<file path="config.mk">
export PLATFORM = sky130hd
export DESIGN_NAME = snd_fft_shift4
export DESIGN_NICKNAME = d
export VERILOG_FILES = /design/src/rtl/snd_fft_shift4.sv
export SDC_FILE = /design/constraint.sdc
export NUM_CORES = 1
export LEC_CHECK = 0
export ABC_CLOCK_PERIOD_IN_PS = 9090
export BUFFER_PORTS_ARGS = -buffer_cell sky130_fd_sc_hd__buf_2
export CORE_MARGIN = 8
export CORE_UTILIZATION = 40
export DETAILED_ROUTE_END_ITERATION = 8
export PLACE_DENSITY = 0.54
export SLEW_MARGIN = 20
export SYNTH_ARGS = -nofsm -noshare
export SYNTH_HDL_FRONTEND = slang
export SYNTH_SLANG_ARGS = --single-unit
</file>
<file path="constraint.sdc">
create_clock -name CLK -period 9.09 [get_ports CLK]
set_input_delay 0.909 -clock CLK [delete_from_list [all_inputs] [get_ports CLK]]
set_output_delay 0.909 -clock CLK [all_outputs]
set_load 0.02 [all_outputs]
</file>
<file path="src/rtl/snd_fft_shift4.sv">
// Streaming 4-point real DFT -> bin rotate/mirror -> inverse DFT voice-change engine.
// Optional saturation counter port SAT_CNT enabled by defining SND_FFT_SATCNT_EN.
module snd_fft_shift4 #(
    parameter int DW = 16
) (
    input  logic          CLK,
    input  logic          RST_X,
    input  logic          IN_VALID,
    output logic          IN_READY,
    input  logic [DW-1:0] IN_DATA,
    input  logic [1:0]    SHIFT,
    input  logic          MODE,
    output logic          OUT_VALID,
    input  logic          OUT_READY,
    output logic [DW-1:0] OUT_DATA,
    output logic          BUSY
`ifdef SND_FFT_SATCNT_EN
    ,
    output logic [15:0]   SAT_CNT
`endif
);

    localparam int AW = DW + 4;
    localparam logic signed [AW-1:0] MAXV = {{(AW-DW+1){1'b0}}, {(DW-1){1'b1}}};
    localparam logic signed [AW-1:0] MINV = {{(AW-DW+1){1'b1}}, {(DW-1){1'b0}}};
    localparam logic signed [AW-1:0] RND  = AW'(2);

    typedef enum logic [1:0] {COLLECT, FWD, INV, EMIT} state_t;

    state_t state, state_n;
    logic [1:0] idx;
    logic       live;
    logic [1:0] shift_q;
    logic       mode_q;
    logic       in_fire, out_fire;

    logic signed [DW-1:0] x_q  [4];
    logic signed [AW-1:0] xr_q [4];
    logic signed [AW-1:0] xi_q [4];
    logic signed [DW-1:0] r_q  [4];
    logic [3:0]           sat_q;

    logic signed [AW-1:0] xe [4];
    logic signed [AW-1:0] fr [4];
    logic signed [AW-1:0] fi [4];
    logic signed [AW-1:0] yr [4];
    logic signed [AW-1:0] yi [4];
    logic signed [AW-1:0] acc, rnd;
    logic signed [DW-1:0] rc [4];
    logic [3:0]           sc;
    logic [1:0]           src;

    // live holds IN_READY low for the first cycle after reset
    assign IN_READY  = (state == COLLECT) && live;
    assign OUT_VALID = (state == EMIT);
    assign OUT_DATA  = (state == EMIT) ? r_q[idx] : '0;
    assign BUSY      = (state != COLLECT);
    assign in_fire   = IN_VALID && IN_READY;
    assign out_fire  = OUT_VALID && OUT_READY;

    always_ff @(posedge CLK) begin
        if (!RST_X) state <= COLLECT;
        else        state <= state_n;
    end

    always_comb begin
        state_n = state;
        case (state)
            COLLECT: if (in_fire && idx == 2'd3)  state_n = FWD;
            FWD:                                  state_n = INV;
            INV:                                  state_n = EMIT;
            EMIT:    if (out_fire && idx == 2'd3) state_n = COLLECT;
            default:                              state_n = COLLECT;
        endcase
    end

    // Forward transform; X1/X3 are a conjugate pair, X0/X2 purely real.
    always_comb begin
        for (int unsigned i = 0; i < 4; i++) begin
            xe[i] = {{(AW-DW){x_q[i][DW-1]}}, x_q[i]};
        end
        fr[0] = xe[0] + xe[1] + xe[2] + xe[3];
        fi[0] = '0;
        fr[1] = xe[0] - xe[2];
        fi[1] = xe[3] - xe[1];
        fr[2] = xe[0] - xe[1] + xe[2] - xe[3];
        fi[2] = '0;
        fr[3] = xe[0] - xe[2];
        fi[3] = xe[1] - xe[3];
    end

    // Bin remap, real part of the inverse, round half up, saturate.
    always_comb begin
        src = '0;
        acc = '0;
        rnd = '0;
        sc  = '0;
        for (int unsigned k = 0; k < 4; k++) begin
            src   = mode_q ? 2'(4 - k) : 2'(k + 32'(shift_q));
            yr[k] = xr_q[src];
            yi[k] = xi_q[src];
        end
        for (int unsigned n = 0; n < 4; n++) begin
            acc = '0;
            for (int unsigned k = 0; k < 4; k++) begin
                case (2'(k * n))
                    2'd0:    acc = acc + yr[k];
                    2'd1:    acc = acc - yi[k];
                    2'd2:    acc = acc - yr[k];
                    default: acc = acc + yi[k];
                endcase
            end
            rnd = (acc + RND) >>> 2;
            if (rnd > MAXV) begin
                rnd   = MAXV;
                sc[n] = 1'b1;
            end else if (rnd < MINV) begin
                rnd   = MINV;
                sc[n] = 1'b1;
            end
            rc[n] = rnd[DW-1:0];
        end
    end

    always_ff @(posedge CLK) begin
        if (!RST_X) begin
            idx     <= '0;
            live    <= 1'b0;
            shift_q <= '0;
            mode_q  <= 1'b0;
            sat_q   <= '0;
            for (int unsigned i = 0; i < 4; i++) begin
                x_q[i]  <= '0;
                xr_q[i] <= '0;
                xi_q[i] <= '0;
                r_q[i]  <= '0;
            end
        end else begin
            live <= 1'b1;
            case (state)
                COLLECT: begin
                    if (in_fire) begin
                        x_q[idx] <= IN_DATA;
                        idx      <= idx + 2'd1;
                        if (idx == 2'd0) begin
                            shift_q <= SHIFT;
                            mode_q  <= MODE;
                        end
                    end
                end
                FWD: begin
                    for (int unsigned i = 0; i < 4; i++) begin
                        xr_q[i] <= fr[i];
                        xi_q[i] <= fi[i];
                    end
                end
                INV: begin
                    for (int unsigned i = 0; i < 4; i++) begin
                        r_q[i] <= rc[i];
                    end
                    sat_q <= sc;
                end
                EMIT: begin
                    if (out_fire) idx <= idx + 2'd1;
                end
                default: ;
            endcase
        end
    end

`ifdef SND_FFT_SATCNT_EN
    logic [15:0] sat_cnt;

    always_ff @(posedge CLK) begin
        if (!RST_X) begin
            sat_cnt <= '0;
        end else if (out_fire && sat_q[idx] && sat_cnt != 16'hFFFF) begin
            sat_cnt <= sat_cnt + 16'd1;
        end
    end

    assign SAT_CNT = sat_cnt;
`endif

endmodule

</file>
### After elaboration in Yosys (flattened, before gate mapping)

Memories as Yosys holds them, arrays and structs flattened. A register that Yosys moved wholly into a read port is not among the register bits.
Cells that the tools add are included.

* add/sub/neg operators: 29
* $lt $le $gt $ge: 8
* equality and inequality tests: 8
* mux-type cells: 48
* bitwise gates (word level): 12
* reduce and logical (&&, ||, !) cells: 13

Operators with widths (number)
* $mux 16: 14
* $mux 20: 8
* $add 20x20->20: 6
* $sub 20x20->20: 6
* $add 20x3->20 const B: 4
* $gt 18x16->1 const B: 4
* $lt 18x16->1 const B: 4
* $sub 16x16->17: 4
* $add 17x16->18: 2
* $mux 2: 11
* $add 18x16->19: 1
* $sub 18x16->19: 1
* $add 16x16->17: 1
* $reduce_or 16->1: 1
* $mux 1: 13
* $or 1x1->1: 12
* $pmux 2 s4: 1
* $eq 2x2->1 const B: 3
* $ne 2x1->1 const B: 3
* $reduce_and 3->1: 2
* $logic_and 1x1->1: 5
* $add 2x2->2 const A: 2
* $logic_not 2->1: 2
* $pmux 2 s2: 1
* 6 further kinds: 7

* register bits after elaboration: 8
* bits in writable memories: 288
* input port bits: 23
* word-level logic and storage cells: 127
* memories kept: 4

Memories
* xi_q: words 4, bits a word 20, rd ports 2, clocked after Yosys merged registers in 0, write ports 4, line 39 `logic signed [AW-1:0] xi_q [4];`
* xr_q: words 4, bits a word 20, rd ports 4, clocked after Yosys merged registers in 0, write ports 4, line 38 `logic signed [AW-1:0] xr_q [4];`
* r_q: words 4, bits a word 16, rd ports 1, clocked after Yosys merged registers in 1, write ports 4, line 40 `logic signed [DW-1:0] r_q [4];`
* x_q: words 4, bits a word 16, rd ports 4, clocked after Yosys merged registers in 0, write ports 4, line 37 `logic signed [DW-1:0] x_q [4];`

### Longest topological paths before layout

Gate-level depths: netlist of run 1.
An unclocked memory read counts as a cell.

* depth after elaboration: 11
* depth in mapped cells: 25
* gate-level depth less buffers: 22

### Worst setup path after synthesis of run 1

OpenSTA, ideal clock, no wires.

* path kind: register to register
* start: register shift_q[1]
* end: memory r_q[2][0], data pin
* library setup time: 0.274 ns
* arrival time: 5.880 ns
* slack: 2.936 ns
* cell stages (with the launch flop): 26
* buffers on the path: 4
* cell sequence: dfxtp_1 > buf_4 > xor2_1 > nor2_1 > buf_1 > buf_1 > nand2_1 > a31o_2 > ha_1 > a21oi_1 > fa_1 > fa_1 > inv_1 > ha_1 > inv_1 > fa_1 > nor2b_1 > o31a_1 > o21ai_1 > a21oi_1 > o41ai_2 > o21ai_0 > mux2i_1 > a311oi_2 > buf_2 > o21ai_1

RTL lines
* start, declared: line 33 `logic [1:0] shift_q;`
* start signal, assigned: line 129 `shift_q <= '0;`
* start signal, assigned: line 146 `shift_q <= SHIFT;`
* end, declared: line 40

==> impl_metrics.ini, run 1 <==
[synthesis]
yosys-top-cells-count = 328 x inv_1, 233 x ha_1, 216 x edfxtp_1
syn_area_mm2 = 0.0239
synth.top_cell.area_share_pct = 27.1
synth-edff-count = 216
ys_async_sr_fraction_pct = 0
synth_cell_types = 87
syn_avg_cell_area_um2 = 10.0
synthFlopType = edfxtp_1
synth_top_area_cell = edfxtp_1
seq_area_frac_synth_pct = 27.9
synth_most_common_cell = inv_1
netlist_top_cells_area = edfxtp_1 27%, fa_1 18%, ha_1 12%, inv_1 5.1%, a21oi_1 3.2%
ys_seq_elements = 226
syn-num-nets = 2865
synthCells = 2395
ys.warnings.count = 0

[clock_tree]
clock-sinks = 226
holdBufCountCts = 0
post_cts_buffers = 0
cts_tree = done
cts_resized = 0
path_clk_slew_ns = 0.07
root_buffer = clkbuf_16
cts_made_buffers = 25
htreeDepth = 1
cts_max_path_buffers = 3
clk_latency_ns = 0.55

[global_routing]
grt_pass1_wl_um = 95100
grt_max_degree = 89
grt_pass1_vias = 17242
overflow = 0
antenna_found_initial = 0
track_usage_pct = 17.6

[floorplanning]
die_y_um = 261
core_area_mm2 = 0.0591
dieArea_mm2 = 0.0680
die_w_um = 261
initial_core_util_pct = 40.5
pin_count = 42
fp-row-count = 89

[timing]
fin_crit_ns = 7.23
finClkSkew_ns = 0.0243
slew_viol_final = 0
hold_violations = 0
setup_viol = 0
grt_setup_unrepaired = false
fmax_mhz = 138
tightest_slew_ns = 1.11
fin_setup_tns_ns = 0
final.period_utilization_pct = 79.5
maxSlewHeadroom_pct = 25.9

[cells_and_area]
multi_input_area_mm2 = 0.0158
postLayoutCoreUtil_pct = 43.7
regArea_mm2 = 0.00669
nFillCells = 5649
area_growth_pct = 7.89
fin_nets = 2876
layout-drive-gt1-share_pct = 7.01

[route]
viasPerCell = 5.21
drt_iter0_drc = 937
vias = 16649
drt-total-wl_um = 59500
drc = 0
ant_nets = 0
first_pass_iters = 5
wl_per_cell_um = 18.6

[power_and_ir_drop]
power_leakage_nw = 11.9
ir_worst_vdd_uv = 135
powerDensity_mw_per_mm2 = 251

[critical_path]
crit_chain = xor2_1 > nor2_4 > buf_4 > buf_4 > mux2i_1 > a21o_1 > inv_1 > fa_1 > inv_1 > fa_1 > ha_1 > ha_1 > a21o_1 > a21oi_1 > o221ai_1 > o21ba_2 > a21oi_1 > xnor2_1 > o21ai_0 > a311oi_2 > o41ai_1
slowest_stage = a311oi_2
critPathBufInv = 4
worstPathArrival_ns = 7.48
critPathCaptureType = flop
worstPathRequired_ns = 9.34
crit_fanout = 28
cp-start-kind = flop
max_stage_delay_ns = 0.88
critPathTopFamily = compound AO/OA/AOI/OAI gates
crit_type = reg2reg

[run_status]
status = finished clean

[placed_design]
place_congestion = 0.876
numPortBuffers = 41
hpwl_um = 50500

[min_path]
hp-class = reg2reg

[run]
maxCapViolations = 0
==> through the flow <==
stage / cells / setup slack, ns / hold WS, ns / area [um2] / power [mW]
final: 3198 / 1.86 / 0.574 / 25800 / 6.48
after detailed placement: 3150 / 1.88 / 0.568 / 25000 / 5.43
after global routing: 3197 / 1.22 / 0.611 / 25800 / 7.07
after floorplan: 2395 / 2.94 / 0.527 / 23900 / 4.40
after global placement: 3150 / 2.15 / 0.538 / 25000 / 5.41
after CTS: 3195 / 1.86 / 0.574 / 25800 / 6.52
==> cells in the final DEF, fill, tap and decap left out, drive strengths merged, types with 25 or more instances in the layout <==
| cell | n |
|---|---|
| clkbuf | 31 |
| xnor2 | 76 |
| ha | 233 |
| inv | 331 |
| nand3 | 35 |
| nand2b | 29 |
| nor2 | 175 |
| o21ai | 94 |
| and3 | 31 |
| buf | 58 |
| fa | 214 |
| a21o | 78 |
| a21oi | 156 |
| edfxtp | 216 |
| nand2 | 133 |
| xor2 | 41 |
| and2 | 72 |
| o21a | 25 |
| mux2i | 75 |
| nor3 | 41 |
==> power breakdown <==
| part | leakage [nW] | switching [mW] | internal (mW) | total [mW] |
|---|---|---|---|---|
| combinational | 9.21 | 2.52 | 1.69 | 4.21 |
| clock | 0.409 | 0.420 | 0.615 | 1.04 |
| sequential | 2.31 | 0.0494 | 1.18 | 1.23 |
| total | 11.9 | 2.99 | 3.49 | 6.48 |
==> cell type report <==
type	instances	share of cell area, %
Antenna cell	1	0.00969
Clock buffer	31	2.62
Clock inverter	14	0.605
Inverter	329	4.78
Multi-Input combinational cell	1766	61.0
Sequential cell	226	25.9
Tap cell	773	3.74
Timing Repair Buffer	58	1.37
==> sequential cells by signal, indices dropped and copies added (netlist names), named ones only <==
name,count
live,1
r_q,64
xi_q,33
mode_q,1
xr_q,55
state,2
x_q,64
idx,2
shift_q,2
==> worst paths after layout <==
path / end / start / slack (ns) / cells after the start
worst max-delay path: r_q[2][3] / shift_q[1] / 1.86 / 21
worst min-delay path: state[1] / state[1] / 0.57 / 2
worst max register to register: r_q[2][3] / shift_q[1] / 1.86 / 21
worst min register to register: state[1] / state[1] / 0.57 / 2
==> routing by layer <==
layer	global-route usage, %	vias to the layer above	share of wire (%)
met2	28.5	279	45
met5	0	-	0
met3	1.55	64	3.2
met1	25.1	8048	49
li1	-	8258	-
met4	4.59	0	2.9
==> worst register-to-register path, stage by stage (launching register included) <==
cell and delay, ns:
dfxtp_1 0.52, xor2_1 0.18, nor2_4 0.76, buf_4 0.44, buf_4 0.39, mux2i_1 0.26, a21o_1 0.18, inv_1 0.07
fa_1 0.53, inv_1 0.05, fa_1 0.45, ha_1 0.31, ha_1 0.37, a21o_1 0.14, a21oi_1 0.07, o221ai_1 0.15
o21ba_2 0.19, a21oi_1 0.43, xnor2_1 0.22, o21ai_0 0.14, a311oi_2 0.88, o41ai_1 0.18
==> kinds of logic after synthesis <==
logic type | Yosys count | synth area share, %
AND/OR/NAND/NOR | 597 | 12.1
AO/OA/AOI/OAI | 502 | 13.9
adder cells (fa/ha/maj) | 447 | 30.1
buffers and inverters | 403 | 6.44
flip-flops | 226 | 27.9
XOR/XNOR | 117 | 4.31
multiplexers | 103 | 5.20
Power figures use the tool's default switching activity.
==> run 2, diff against run 1 <==
--- a/config.mk
+++ b/config.mk
@@ -5,7 +5,8 @@
 export SDC_FILE = /design/constraint.sdc
 export NUM_CORES = 1
 export LEC_CHECK = 0
-export ABC_CLOCK_PERIOD_IN_PS = 9090
+export ABC_AREA = 1
+export ABC_CLOCK_PERIOD_IN_PS = 7500
 export BUFFER_PORTS_ARGS = -buffer_cell sky130_fd_sc_hd__buf_2
 export CORE_MARGIN = 8
 export CORE_UTILIZATION = 40
==> constraint.sdc (replaced) <==
create_clock -name CLK -period 7.5 [get_ports CLK]
set_input_delay 0.75 -clock CLK [delete_from_list [all_inputs] [get_ports CLK]]
set_output_delay 0.75 -clock CLK [all_outputs]
set_load 0.02 [all_outputs]
==> impl_metrics.ini, run 2 <==
[run_status]
status = finished clean

[synthesis]
syn-num-nets = 3532
synth_cell_types = 53
yosys-top-cells-count = 542 x inv_1, 532 x nand2_1, 305 x o21ai_0
synth_adder_area_share_pct = 29.0
ys.warnings.count = 0
netlist_top_cells_area = edfxtp_1 26%, fa_1 17%, ha_1 12%, inv_1 8.2%, nand2_1 8.0%
synthFlopType = edfxtp_1
synthCells = 3062
synthMuxAreaShare_pct = 0.0403
synth_most_common_cell = inv_1
seq_area_frac_synth_pct = 26.9
synth-compound-area-share_pct = 14.5
ys_seq_elements = 226
syn_avg_cell_area_um2 = 8.11
synth.top_cell.area_share_pct = 26.1
synth-edff-count = 216
synth_top_family_by_area = adder cells
synth_top_area_cell = edfxtp_1
syn_area_mm2 = 0.0248
ys_async_sr_fraction_pct = 0
synth-simple-area-share_pct = 16.9
synthXorXnorAreaFrac_pct = 2.82

[cells_and_area]
area_growth_pct = 8.01
reg.largest.list = r_q x64, x_q x64, xr_q x55
fin_nets = 3546
layout-drive-gt1-share_pct = 5.26
layout_commonest_cell = inv_1
diodes = 0
nFillCells = 6225
final_cell_mix = 541 x inv_1, 532 x nand2_1, 300 x o21ai_0, 262 x nor2_1, 246 x a21oi_1
stdcell_area_mm2 = 0.0268

[floorplanning]
initial_core_util_pct = 40.3
pin_count = 42
die_w_um = 265
dieArea_mm2 = 0.0703
die_y_um = 265
fp-row-count = 91
core_area_mm2 = 0.0616

[critical_path]
worstPathArrival_ns = 6.67
cp-start-kind = flop
worstPathRequired_ns = 7.79
crit_fanout = 53
critPathCaptureType = flop
crit_type = reg2reg

[clock_tree]
post_cts_buffers = 0
cts_made_buffers = 27
clock-sinks = 226
holdBufCountCts = 0
htreeDepth = 1
path_clk_slew_ns = 0.06
cts_resized = 0
cts_tree = done
cts_max_path_buffers = 3
clk_latency_ns = 0.59
root_buffer = clkbuf_16

[timing]
fin_crit_ns = 6.38
tightest_slew_ns = 1.10
hold_violations = 0
worst_hold_slack_ns = 0.436
grt_setup_unrepaired = false
final.period_utilization_pct = 85.1
maxSlewHeadroom_pct = 26.0
fmax_mhz = 157
slew_viol_final = 0
setup_viol = 0
fin_setup_tns_ns = 0
finClkSkew_ns = 0.0368

[run]
maxCapViolations = 0

[global_routing]
overflow = 0
grt.met3_usage_pct = 1.87
grt_pass1_wl_um = 118000
antenna_found_initial = 1
use_met1_pct = 27.0
grt.busiest_layer = met2
grt_pass1_vias = 20699
gr-usage-met2_pct = 38.4
track_usage_pct = 21.5
grt_max_degree = 87

[placed_design]
hpwl_um = 65300
dpl-instance-area_mm2 = 0.0259
place_congestion = 0.969
numPortBuffers = 41

[route]
vias = 20034
drt_iter0_drc = 1157
first_pass_iters = 6
drc = 0
ant_nets = 0
drt-total-wl_um = 76100
wl_per_cell_um = 19.3
viasPerCell = 5.09

[min_path]
hp-class = in2reg
[run 2: changes by cell type in the layout (fill, tap and decap cells not counted), sizes merged, moves of 56 or more]
cell and delta:
inv +225, a21oi +93, mux2i -74, o21ai +226, and2 -67, a21o -56, nand2 +408, nand3 +77
nor2 +89
[run 2: final cells by class]
cell class / count / area, um2 / share of cell area (%)
flip-flops and latches: 226 / 6690 / 24.9
inverters: 556 / 2090 / 7.78
repair buffers: 63 / 370 / 1.38
well taps: 837 / 1050 / 3.90
multi-input cells: 2202 / 15700 / 58.7
clock buffers: 29 / 683 / 2.55
clock inverters: 21 / 218 / 0.812
[run 2: critical path, stage by stage (launching register included)]
cell and delay (ns):
dfxtp_1 0.37, inv_2 0.08, nor2_4 0.74, inv_2 0.39
o21ai_0 0.74, inv_1 0.22, fa_1 0.63, inv_1 0.08
fa_1 0.50, ha_1 0.32, ha_1 0.37, nand2_1 0.10
o21ai_1 0.27, nand2_1 0.09, nand2_1 0.12, nand4_1 0.09
nand2_1 0.09, xor2_1 0.28, nand2_1 0.14, nand3_1 0.35
nand2_1 0.12
[run 2: kinds of logic after synthesis]
family,Yosys count
DFF,226
and+or+nand+nor,1010
AOI/OAI and AO/OA,665
buffers and inverters,634
xor gates and xnor gates,79
muxes,1
adders and majority gates,447
[run 2: routing by layer]
| layer | part of all wire, % | up-vias |
|---|---|---|
| li1 | - | 9958 |
| met1 | 44 | 9553 |
| met2 | 49 | 405 |
| met3 | 3.3 | 116 |
| met4 | 3.9 | 2 |
| met5 | 0.017 | - |
[run 2: path summary, 6_finish.rpt]
check	start	endpoint	slack, ns	cells past startpoint
worst min register to register	idx[0]	idx[0]	0.53	1
worst max-delay path	shift_q[1]	r_q[2][7]	1.12	20
worst max register to register	shift_q[1]	r_q[2][7]	1.12	20
worst min-delay path	RST_X	live	0.44	1
[run 2: stage by stage]
step / cells / util [%] / setup WS (ns)
2_1_floorplan: 3062 / - / 2.28
3_3_place_gp: 3884 / 42.1 / 1.29
3_5_place_dp: 3884 / 42.1 / 1.16
4_1_cts: 3934 / 43.5 / 1.12
5_1_grt: 3934 / 43.5 / 0.597
6_report: 3934 / 43.5 / 1.12
Power of run 2 is not shown: default switching activity piles up to over one toggle a cycle in this logic, so the estimate is an artifact.
